==> src/rtl/uart_pkg.sv <==
// Shared types and constants for the UART receive path.
package uart_pkg;

  typedef enum logic [2:0] {
    IDLE,
    START,
    DATA,
    PARITY,
    STOP
  } rx_state_t;

  localparam logic PAR_EVEN = 1'b0;
  localparam logic PAR_ODD  = 1'b1;

  // Oversampling ratios the receiver is designed for.
  localparam int LEGAL_PRESCALE_8  = 8;
  localparam int LEGAL_PRESCALE_16 = 16;
  localparam int LEGAL_PRESCALE_32 = 32;

  // 2-of-3 vote used by the majority sampler.
  function automatic logic majority3(input logic a, input logic b, input logic c);
    return (a & b) | (a & c) | (b & c);
  endfunction

endpackage

==> src/rtl/uart_rx_bit_timer.sv <==
// Bit timer for the UART receiver: edge_cnt walks 0..prsc-1 inside a bit,
// bit_cnt counts completed bits of the current frame. Strobes fire one
// cycle before, at, and one cycle after the bit centre, plus at the bit end.
module uart_rx_bit_timer #(
  parameter int PRSC_W = 6,
  parameter int BIT_W  = 4
) (
  input  logic              clk,
  input  logic              rst,
  input  logic              en,
  input  logic              clr,
  input  logic [PRSC_W-1:0] prsc,
  output logic              samp_early,
  output logic              samp_mid,
  output logic              samp_late,
  output logic              bit_done,
  output logic [BIT_W-1:0]  bit_cnt
);

  logic [PRSC_W-1:0] edge_cnt;
  logic [PRSC_W-1:0] half;

  assign half       = prsc >> 1;
  assign samp_early = en && (edge_cnt == half - PRSC_W'(1));
  assign samp_mid   = en && (edge_cnt == half);
  assign samp_late  = en && (edge_cnt == half + PRSC_W'(1));
  assign bit_done   = en && (edge_cnt == prsc - PRSC_W'(1));

  // Edge counter wraps at the bit end and advances the bit counter.
  always_ff @(posedge clk) begin
    if (rst || clr) begin
      edge_cnt <= '0;
      bit_cnt  <= '0;
    end else if (en) begin
      if (bit_done) begin
        edge_cnt <= '0;
        bit_cnt  <= bit_cnt + BIT_W'(1);
      end else begin
        edge_cnt <= edge_cnt + PRSC_W'(1);
      end
    end
  end

endmodule

==> src/rtl/uart_rx.sv <==
// UART receiver: start, DATA_WIDTH data bits LSB first, optional parity,
// one stop bit, oversampled at `prescale` clocks per bit.
// Build option UART_RX_MAJORITY_EN: 2-of-3 vote around the bit centre,
// decided one cycle after the centre; otherwise a single centre sample.
module uart_rx
  import uart_pkg::*;
#(
  parameter int DATA_WIDTH = 8,
  parameter int PRSC_W     = 6
) (
  input  logic                  clk,
  input  logic                  rst,
  input  logic                  rx_in,
  input  logic [PRSC_W-1:0]     prescale,
  input  logic                  par_en,
  input  logic                  par_typ,
  output logic [DATA_WIDTH-1:0] p_data,
  output logic                  data_valid,
  output logic                  par_err,
  output logic                  stp_err
);

  localparam int BIT_W = $clog2(DATA_WIDTH + 3);

  rx_state_t             state_q, state_d;
  logic [PRSC_W-1:0]     prsc_q;
  logic                  par_en_q, par_typ_q;
  logic [DATA_WIDTH-1:0] shift_q;
  logic                  perr_q, stop_q;
  logic                  tmr_en, tmr_clr, start_det;
  logic                  samp_early, samp_mid, samp_late, bit_done;
  logic [BIT_W-1:0]      bit_cnt;
  logic                  decide, bit_val;

  // The IDLE cycle that sees the line low is already edge 0 of the start bit.
  assign start_det = (state_q == IDLE) && !rx_in;
  assign tmr_en    = (state_q != IDLE) || !rx_in;

  uart_rx_bit_timer #(
    .PRSC_W (PRSC_W),
    .BIT_W  (BIT_W)
  ) u_timer (
    .clk        (clk),
    .rst        (rst),
    .en         (tmr_en),
    .clr        (tmr_clr),
    .prsc       (prsc_q),
    .samp_early (samp_early),
    .samp_mid   (samp_mid),
    .samp_late  (samp_late),
    .bit_done   (bit_done),
    .bit_cnt    (bit_cnt)
  );

`ifdef UART_RX_MAJORITY_EN
  logic s_early_q, s_mid_q;

  // Hold the two leading votes until the third arrives.
  always_ff @(posedge clk) begin
    if (samp_early) s_early_q <= rx_in;
    if (samp_mid)   s_mid_q   <= rx_in;
  end

  assign decide  = samp_late;
  assign bit_val = majority3(s_early_q, s_mid_q, rx_in);
`else
  logic unused_strobes;
  assign unused_strobes = samp_early ^ samp_late;
  assign decide  = samp_mid;
  assign bit_val = rx_in;
`endif

  // State register.
  always_ff @(posedge clk) begin
    if (rst) state_q <= IDLE;
    else     state_q <= state_d;
  end

  // Next-state logic and timer clear.
  always_comb begin
    state_d = state_q;
    tmr_clr = 1'b0;
    case (state_q)
      IDLE:   if (!rx_in) state_d = START;
      START: begin
        if (decide && bit_val) begin
          state_d = IDLE;
          tmr_clr = 1'b1;
        end else if (bit_done) begin
          state_d = DATA;
        end
      end
      DATA:   if (bit_done && bit_cnt == BIT_W'(DATA_WIDTH)) state_d = par_en_q ? PARITY : STOP;
      PARITY: if (bit_done) state_d = STOP;
      STOP: begin
        if (bit_done) begin
          state_d = IDLE;
          tmr_clr = 1'b1;
        end
      end
      default: begin
        state_d = IDLE;
        tmr_clr = 1'b1;
      end
    endcase
  end

  // Frame configuration is frozen at the start of each frame.
  always_ff @(posedge clk) begin
    if (rst) begin
      prsc_q    <= PRSC_W'(LEGAL_PRESCALE_8);
      par_en_q  <= 1'b0;
      par_typ_q <= PAR_EVEN;
    end else if (start_det) begin
      prsc_q    <= prescale;
      par_en_q  <= par_en;
      par_typ_q <= par_typ;
    end
  end

  // Shift register, parity checker and stop-bit capture at each decision point.
  always_ff @(posedge clk) begin
    if (start_det) perr_q <= 1'b0;
    if (decide) begin
      case (state_q)
        DATA:    shift_q <= {bit_val, shift_q[DATA_WIDTH-1:1]};
        PARITY:  perr_q  <= bit_val != (^shift_q ^ (par_typ_q == PAR_ODD));
        STOP:    stop_q  <= bit_val;
        default: ;
      endcase
    end
  end

  // One-cycle result pulses on the cycle IDLE is re-entered.
  always_ff @(posedge clk) begin
    if (rst) begin
      p_data     <= '0;
      data_valid <= 1'b0;
      par_err    <= 1'b0;
      stp_err    <= 1'b0;
    end else begin
      data_valid <= 1'b0;
      par_err    <= 1'b0;
      stp_err    <= 1'b0;
      if (state_q == STOP && bit_done) begin
        par_err <= perr_q;
        stp_err <= !stop_q;
        if (!perr_q && stop_q) begin
          data_valid <= 1'b1;
          p_data     <= shift_q;
        end
      end
    end
  end

endmodule

==> config.mk <==
export PLATFORM = sky130hd
export DESIGN_NAME = uart_rx
export DESIGN_NICKNAME = d
export VERILOG_FILES = /design/src/rtl/uart_pkg.sv /design/src/rtl/uart_rx_bit_timer.sv /design/src/rtl/uart_rx.sv
export SDC_FILE = /design/constraint.sdc
export NUM_CORES = 1
export LEC_CHECK = 0
export BUFFER_PORTS_ARGS = -buffer_cell sky130_fd_sc_hd__buf_2
export CAP_MARGIN = 30
export CORE_MARGIN = 2
export CORE_UTILIZATION = 45
export CTS_CLUSTER_SIZE = 12
export DETAILED_ROUTE_END_ITERATION = 7
export PLACE_DENSITY = 0.63
export RECOVER_POWER = 100
export SLEW_MARGIN = 15
export SYNTH_ARGS = -nofsm -noshare
export SYNTH_HDL_FRONTEND = slang
export SYNTH_SLANG_ARGS = --single-unit
==> constraint.sdc <==
create_clock -name clk -period 2.5 [get_ports clk]
set_clock_uncertainty 0.05 [all_clocks]
set_input_delay 0.125 -clock clk [delete_from_list [all_inputs] [get_ports clk]]
set_output_delay 0.125 -clock clk [all_outputs]
set_load 0.02 [all_outputs]
==> summary.txt, run 1 <==
Outcome
  • Status: finished with violations
  • Failing checks: hold timing

Synth
  • Number of synthesized register bits: 42
  • Post-synth top cells: 33 x dfxtp_1, 22 x a21oi_1, 22 x nand2_1
  • Synth Cell Area: between 0.002 and 0.0025 mm2
  • Avg Cell Area, Syn: around 9 um2
  • Xor and xnor area share after synthesis: 10.25%
  • Main combinational cell family by area after synthesis: simple AND/OR/NAND/NOR gates
  • Post-synthesis simple-gate area fraction: between 20% and 30%
  • Mux cell area share after synthesis: less than 1%
  • Seq/Total Area, Yosys: a little over two fifths
  • Syn nets: 248
  • Post-synthesis cell type count: 48
  • Synth Area in Compound Gates: 16.58%
  • Yosys warns: 0
  • Largest area contributor in the netlist: dfxtp_1
  • Most common cell in the synthesized netlist: dfxtp_1
  • Top cells by area, synth: dfxtp_1 31%, edfxtp_1 13%, xnor2_1 6.2%, a21oi_1 5.2%, xor2_1 4.1%
  • Post-synth EDFFs: 9
  • Share of flip-flops with an asynchronous set or reset: 0%
  • Ys flop type: dfxtp_1
  • Gate Count Post-Synth: 233
  • Adder-cell share of the synthesized area: 2.343%
  • Post-synth top area share: 30.93%

Clock tree
  • Clock Tree Root: clkbuf_8
  • TritonCTS sink count: 42
  • CTS max path bufs: 2
  • Worst-path clk slew: 80 ps
  • Worst skew pair latency: 310 ps
  • CTS H-Tree Depth: 2
  • CTS buffer count: 5
  • CTS tree: done

STA
  • Fmax: 436.6 MHz
  • Period Utilization, post-route: 91.62%
  • Actual slew at the worst max-slew pin: around 550 ps
  • Worst slew margin: approximately 63%
  • Max-slew violations: 0
  • Final Critical Period: 2290 ps
  • Worst Hold Slack: -5.639 ps
  • Setup TNS: 0 ps
  • RSZ-0062 raised after global routing: false
  • Final count of hold timing violations: 1
  • Final Worst Setup Slack: ~210 ps
  • Final setup fails: 0

Setup path
  • Worst EP required: 2690 ps
  • Worst setup SP type: flip-flop
  • RR Endpoint: u_timer.bit_cnt[0]
  • Critical path arrival: 2480 ps
  • Setup slack, reg-to-reg: 210 ps
  • Setup CP Type: reg2reg
  • Beginning of the worst register-to-register path: prsc_q[0]
  • CP max FO: 12
  • Critical Path Sink Type: flip-flop
  • R2r worst-path depth: 7

Placed design
  • Placed insts: 306
  • DPL Wire Length: 3591 um
  • PortBufs: 21
  • Gpl congestion: 0.9195
  • Pre-CTS WS: 214.6 ps

Finish
  • Antenna diode count: 0
  • Share of layout cells above drive strength 1: 11.83%
  • Layout area overhead: 11.31%
  • Nets: 276
  • Final non-filler cell total: ~320

Hold path
  • Worst hold path stage count: 3
  • Worst hold path class: in2reg
  • Min-delay src: par_typ
  • Hold Path End: par_typ_q

Global route
  • Global-route wire length before repair: 8259 um
  • Initial antenna violation count: 0
  • Largest net degree at the start of global routing: 25
  • Vias in the first global route: 1,682
  • GRT Total Usage: about a fifth
  • Total grt overflow: 0

Route
  • Remaining DRCs: 0
  • Vias: 1,830
  • Post-DR wirelength/cell: 15.89 um
  • Router iterations before antenna repair: 4
  • 1st-iter DRT viols: between 100 and 150
  • Final ANT Viol Nets: 0
  • Vias per inst: 5.791
  • Final wirelength: 5022 um

Floorplan
  • Initial Util: 45.83%
  • Die area: 0.005313 mm2
  • Die height: between 70 and 80 um
  • I/O pin cnt: 22
  • Core footprint: 0.004661 mm2
  • Row count: 25
  • Die X: 72.89 um

Flow run
  • Max-Cap Viols: 0

Power and ir drop
  • Power per cell area: 586.9 mW/mm2
  • Leak pwr: approximately 0.83 nW
  • Max VDD drop: approximately 0.37 mV
[worst max-delay path, cell delays in order, from the launching register on]
cell	delay [ps]
dfxtp_1	410
inv_1	60
ha_1	230
nor2b_1	130
or3_1	390
a31o_2	340
or4_1	480
a21oi_1	120
[kinds of logic after synthesis]
kind of cell / after synthesis
AOI/OAI and AO/OA: 56
xor gates and xnor gates: 25
adders and majority gates: 4
buffers and inverters: 19
DFF: 42
muxes: 2
and+or+nand+nor: 85
[flip-flops by register name, summed over array words and instances, names as in the netlist, 3 cells and up]
name              count
prsc_q                6
u_timer.edge_cnt      6
state_q               3
p_data                8
u_timer.bit_cnt       4
shift_q               8
[where the power goes]
group,switching [mW],internal [mW]
combinational,0.132,0.0796
sequential,0.0282,0.708
clock,0.250,0.198
[cells in the final DEF, fill, tap and decap left out, types with 2 or more instances in the layout]
| cell | count |
|---|---|
| nor4_1 | 3 |
| nand3_1 | 7 |
| xnor2_1 | 15 |
| dfxtp_1 | 33 |
| nand3b_1 | 2 |
| buf_4 | 3 |
| dlygate4sd3_1 | 2 |
| buf_2 | 9 |
| a31oi_1 | 5 |
| inv_1 | 8 |
| nor3_1 | 10 |
| xor2_1 | 10 |
| nor2b_1 | 2 |
| nor2_1 | 12 |
| nand4_1 | 10 |
| o31ai_1 | 10 |
| mux2i_1 | 2 |
| o21ai_0 | 8 |
| or2_2 | 2 |
| nand2b_1 | 3 |
| clkbuf_1 | 17 |
| clkbuf_8 | 5 |
| nand2_1 | 22 |
| ha_1 | 4 |
| edfxtp_1 | 9 |
| and3_1 | 2 |
| a21oi_1 | 22 |
| or3_1 | 2 |
| clkbuf_2 | 3 |
[layer usage]
metal	part of all wire (%)	wire [um]	track usage, %
met1	49	2439	28.45
met2	45	2245	30.40
met3	5.3	265	4.834
met4	1.4	72	6.790
met5	0	0	0
[metrics by stage]
stage / utilization [%] / total power [mW] / area, um2 / hold WS [ps]
global route: 51.01 / 1.452 / 2377 / 6.259
finish: 51.01 / 1.395 / 2377 / -5.639
CTS: 51.33 / 1.398 / 2392 / 1.208
floorplan: - / 0.9064 / 2136 / 173.9
detailed placement: 49.32 / 0.9606 / 2298 / 302.1
global placement: 49.32 / 0.9571 / 2298 / 291.2
[what timing repair did]
item	CTS	global route
hold buffers	1	1
gates resized for setup	0	3
buffers inserted	0	0
setup endpoints to repair	0	2
hold endpoints to repair	1	1
[area by class of cell]
| cell class | instances | area (um2) |
|---|---|---|
| clock buffer | 7 | 76.32 |
| inverter | 8 | 30.03 |
| multi-input combinational | 172 | 1106 |
| timing repair buffer | 32 | 158.9 |
| tap | 54 | 67.56 |
| clock inverter | 1 | 7.507 |
| fill | 447 | 2283 |
| sequential | 42 | 930.9 |
[worst max-delay path by stage]
stage	endpoint	startpoint
6_report	u_timer.bit_cnt[0]	prsc_q[0]
3_3_place_gp	u_timer.bit_cnt[0]	prsc_q[0]
5_1_grt	p_data[3]	prsc_q[0]
3_5_place_dp	u_timer.bit_cnt[0]	prsc_q[0]
4_1_cts	u_timer.bit_cnt[0]	prsc_q[0]
2_1_floorplan	shift_q[0]	u_timer.edge_cnt[2]
No activity file was read; power rests on OpenSTA's default activity.
==> run 2: changes to the inputs <==
- ABC_CLOCK_PERIOD_IN_PS: default -> 2500
- CELL_PAD_IN_SITES_DETAIL_PLACEMENT: default -> 0
- CELL_PAD_IN_SITES_GLOBAL_PLACEMENT: default -> 1
- CORE_MARGIN: 2 -> default
- CORE_UTILIZATION: 45 -> 44
- PLACE_DENSITY: 0.63 -> 0.77
==> summary.txt, run 2 (synthesized netlist as in run 1, its figures left out) <==
Outcome
  • Status: complete, no violations (was finished with violations)

Hold path
  • Worst hold path class: in2reg (unchanged)
  • Min-delay src: prescale[2] (was par_typ)
  • Hold Path End: prsc_q[2] (was par_typ_q)
  • Worst hold path stage count: 3 (unchanged)

Power and ir drop
  • Max VDD drop: 0.3037 mV (was 0.3707 mV)
  • Flop pwr share: 49.6% (was 52.8%)
  • Pint: 1.090 mW (was 985.5 uW)
  • Comb pwr share: 14.0% (was 15.2%)
  • Power per cell area: 616.9 mW/mm2 (was 586.9 mW/mm2)
  • Clk pwr share: 36.4% (was 32.1%)
  • Sw Share: 26.48% (was 29.36%)
  • Net load switching power: 392.6 uW (was 409.6 uW)
  • Leak pwr: 0.8486 nW (was 0.8297 nW)

STA
  • Worst slew margin: 64.68% (was 63.36%)
  • Final setup fails: 0 (unchanged)
  • Actual slew at the worst max-slew pin: 528.2 ps (was 549.6 ps)
  • Final Critical Period: 2234 ps (was 2290 ps)
  • RSZ-0062 raised after global routing: false (unchanged)
  • Max-slew violations: 0 (unchanged)
  • Fmax: 447.7 MHz (was 436.6 MHz)
  • Setup TNS: 0 ps (unchanged)
  • Final Worst Setup Slack: 266.4 ps (was 209.6 ps)
  • Period Utilization, post-route: 89.35% (was 91.62%)
  • Final count of hold timing violations: 0 (was 1)

Finish
  • Share of layout cells above drive strength 1: 12.21% (was 11.83%)
  • Layout area overhead: 12.54% (was 11.31%)
  • Final non-filler cell total: 314 (was 316)
  • Antenna diode count: 0 (unchanged)
  • Util after Layout: 53.36% (was 51.01%)
  • Area occupied by multi-input gates: 0.001097 mm2 (was 0.001106 mm2)
  • Most common cell after layout, fill and taps aside: dfxtp_1 (unchanged)
  • FF+latch area: 930.9 um2 (unchanged)
  • Filler instances: 432 (was 447)
  • Top flop regs: p_data (8), shift_q (8) (unchanged)
  • Commonest cells after routing, fill and taps aside: 33 x dfxtp_1, 22 x nand2_1, 22 x a21oi_1 (unchanged)
  • Nets: 276 (unchanged)

Clock tree
  • CTS buffer count: 5 (unchanged)
  • PostCTS Resize Cnt: 0 (unchanged)
  • Worst-path clk slew: 80 ps (about the same)
  • CTS max path bufs: 2 (unchanged)
  • TritonCTS sink count: 42 (unchanged)
  • Worst skew pair latency: 300 ps (was 310 ps)
  • CTS H-Tree Depth: 2 (unchanged)
  • CTS tree: done (unchanged)
  • Clock Tree Root: clkbuf_8 (unchanged)

Floorplan
  • Initial Util: 47.42% (was 45.83%)
  • Die height: 71.67 um (was 72.89 um)
  • Core footprint: 0.004504 mm2 (was 0.004661 mm2)
  • Die X: 71.67 um (was 72.89 um)
  • I/O pin cnt: 22 (unchanged)
  • Die area: 0.005137 mm2 (was 0.005313 mm2)
  • Row count: 24 (was 25)

Global route
  • Total grt overflow: 0 (unchanged)
  • Largest net degree at the start of global routing: 25 (unchanged)
  • Global-route wire length before repair: 7893 um (was 8259 um)
  • Initial antenna violation count: 0 (unchanged)
  • Vias in the first global route: 1,647 (was 1,682)
  • GRT Total Usage: 19.95% (was 20.19%)

Route
  • Vias per inst: 5.576 (was 5.791)
  • Remaining DRCs: 0 (unchanged)
  • Final wirelength: 4573 um (was 5022 um)
  • 1st-iter DRT viols: 69 (was 142)
  • Post-DR wirelength/cell: 14.56 um (was 15.89 um)
  • Router iterations before antenna repair: 4 (unchanged)
  • Final ANT Viol Nets: 0 (unchanged)
  • Vias: 1,751 (was 1,830)

Placed design
  • Placed insts: 304 (was 306)
  • Pre-CTS WS: 276.7 ps (was 214.6 ps)
  • Gpl congestion: 0.7890 (was 0.9195)
  • DPL Wire Length: 3255 um (was 3591 um)
  • PortBufs: 21 (unchanged)

Setup path
  • RR Endpoint: u_timer.bit_cnt[0] (unchanged)
  • Worst setup SP type: flip-flop (unchanged)
  • Setup CP Type: reg2reg (unchanged)
  • CP max FO: 9 (was 12)
  • Critical Path Sink Type: flip-flop (unchanged)
  • R2r worst-path depth: 7 (unchanged)
  • Worst EP required: 2680 ps (was 2690 ps)
  • Setup slack, reg-to-reg: 270 ps (was 210 ps)
  • Beginning of the worst register-to-register path: prsc_q[0] (unchanged)
  • Critical path arrival: 2420 ps (was 2480 ps)

Flow run
  • Max-Cap Viols: 0 (unchanged)
run 2: cell count changes in the layout (fill, tap and decap cells not counted):
cell,change
a31o_2,-1
o211ai_4,-1
a31o_1,+1
buf_4,+4
clkbuf_2,-3
o211ai_2,+1
bufinv_16,+1
clkbuf_1,-2
run 2: repair_timing:
action | 4_1_cts | 5_1_grt
hold endpoints to repair | 2 | 0
setup endpoints to repair | 0 | 0
hold buffers | 2 | 0
setup buffers | 0 | 0
run 2: layout make-up:
class | instances | area share [%]
Clock buffer | 6 | 3.019
Timing Repair Buffer | 32 | 7.080
Inverter | 8 | 1.249
Clock inverter | 2 | 1.562
Sequential cell | 42 | 38.73
Tap cell | 52 | 2.707
Multi-Input combinational cell | 172 | 45.65
run 2: through the flow:
step	cell area, um2	hold slack, ps	power (mW)
final	2404	8.772	1.483
after global routing	2404	9.394	1.552
after CTS	2426	1.824	1.497
after detailed placement	2296	294.2	0.9565
after global placement	2296	283.1	0.9559
after floorplan	2136	173.9	0.9064
run 2: routing by layer:
metal	global-route usage (%)	wire length (um)	vias to the layer above
li1	-	-	906
met1	29.20	2507	813
met2	28.51	1849	25
met3	5.485	158	7
met4	6.100	57	0
met5	0	0	-
run 2: how the worst max path moves through the flow:
stage | start | cells past startpoint | slack (ps) | to
final | prsc_q[0] | 7 | 270 | u_timer.bit_cnt[0]
after global routing | prsc_q[0] | 8 | 50 | p_data[0]
after CTS | prsc_q[0] | 7 | 260 | u_timer.bit_cnt[0]
after detailed placement | prsc_q[0] | 8 | 280 | p_data[5]
after global placement | prsc_q[0] | 7 | 320 | u_timer.bit_cnt[0]
after floorplan | u_timer.edge_cnt[2] | 5 | 250 | shift_q[0]
run 2: critical path: stages, from the launching register on:
cell,delay (ps)
dfxtp_1,410
inv_1,70
ha_1,230
nor2b_1,130
or3_1,360
a31o_1,310
or4_1,480
a21oi_1,120
run 2: power by group through the flow:
| stage | Clock, mW | Combinational, mW | Sequential (mW) |
|---|---|---|---|
| 2_1_floorplan | 0 | 0.163 | 0.743 |
| 3_3_place_gp | 0 | 0.204 | 0.752 |
| 3_5_place_dp | 0 | 0.205 | 0.751 |
| 4_1_cts | 0.552 | 0.209 | 0.735 |
| 5_1_grt | 0.577 | 0.235 | 0.740 |
| 6_report | 0.540 | 0.207 | 0.736 |
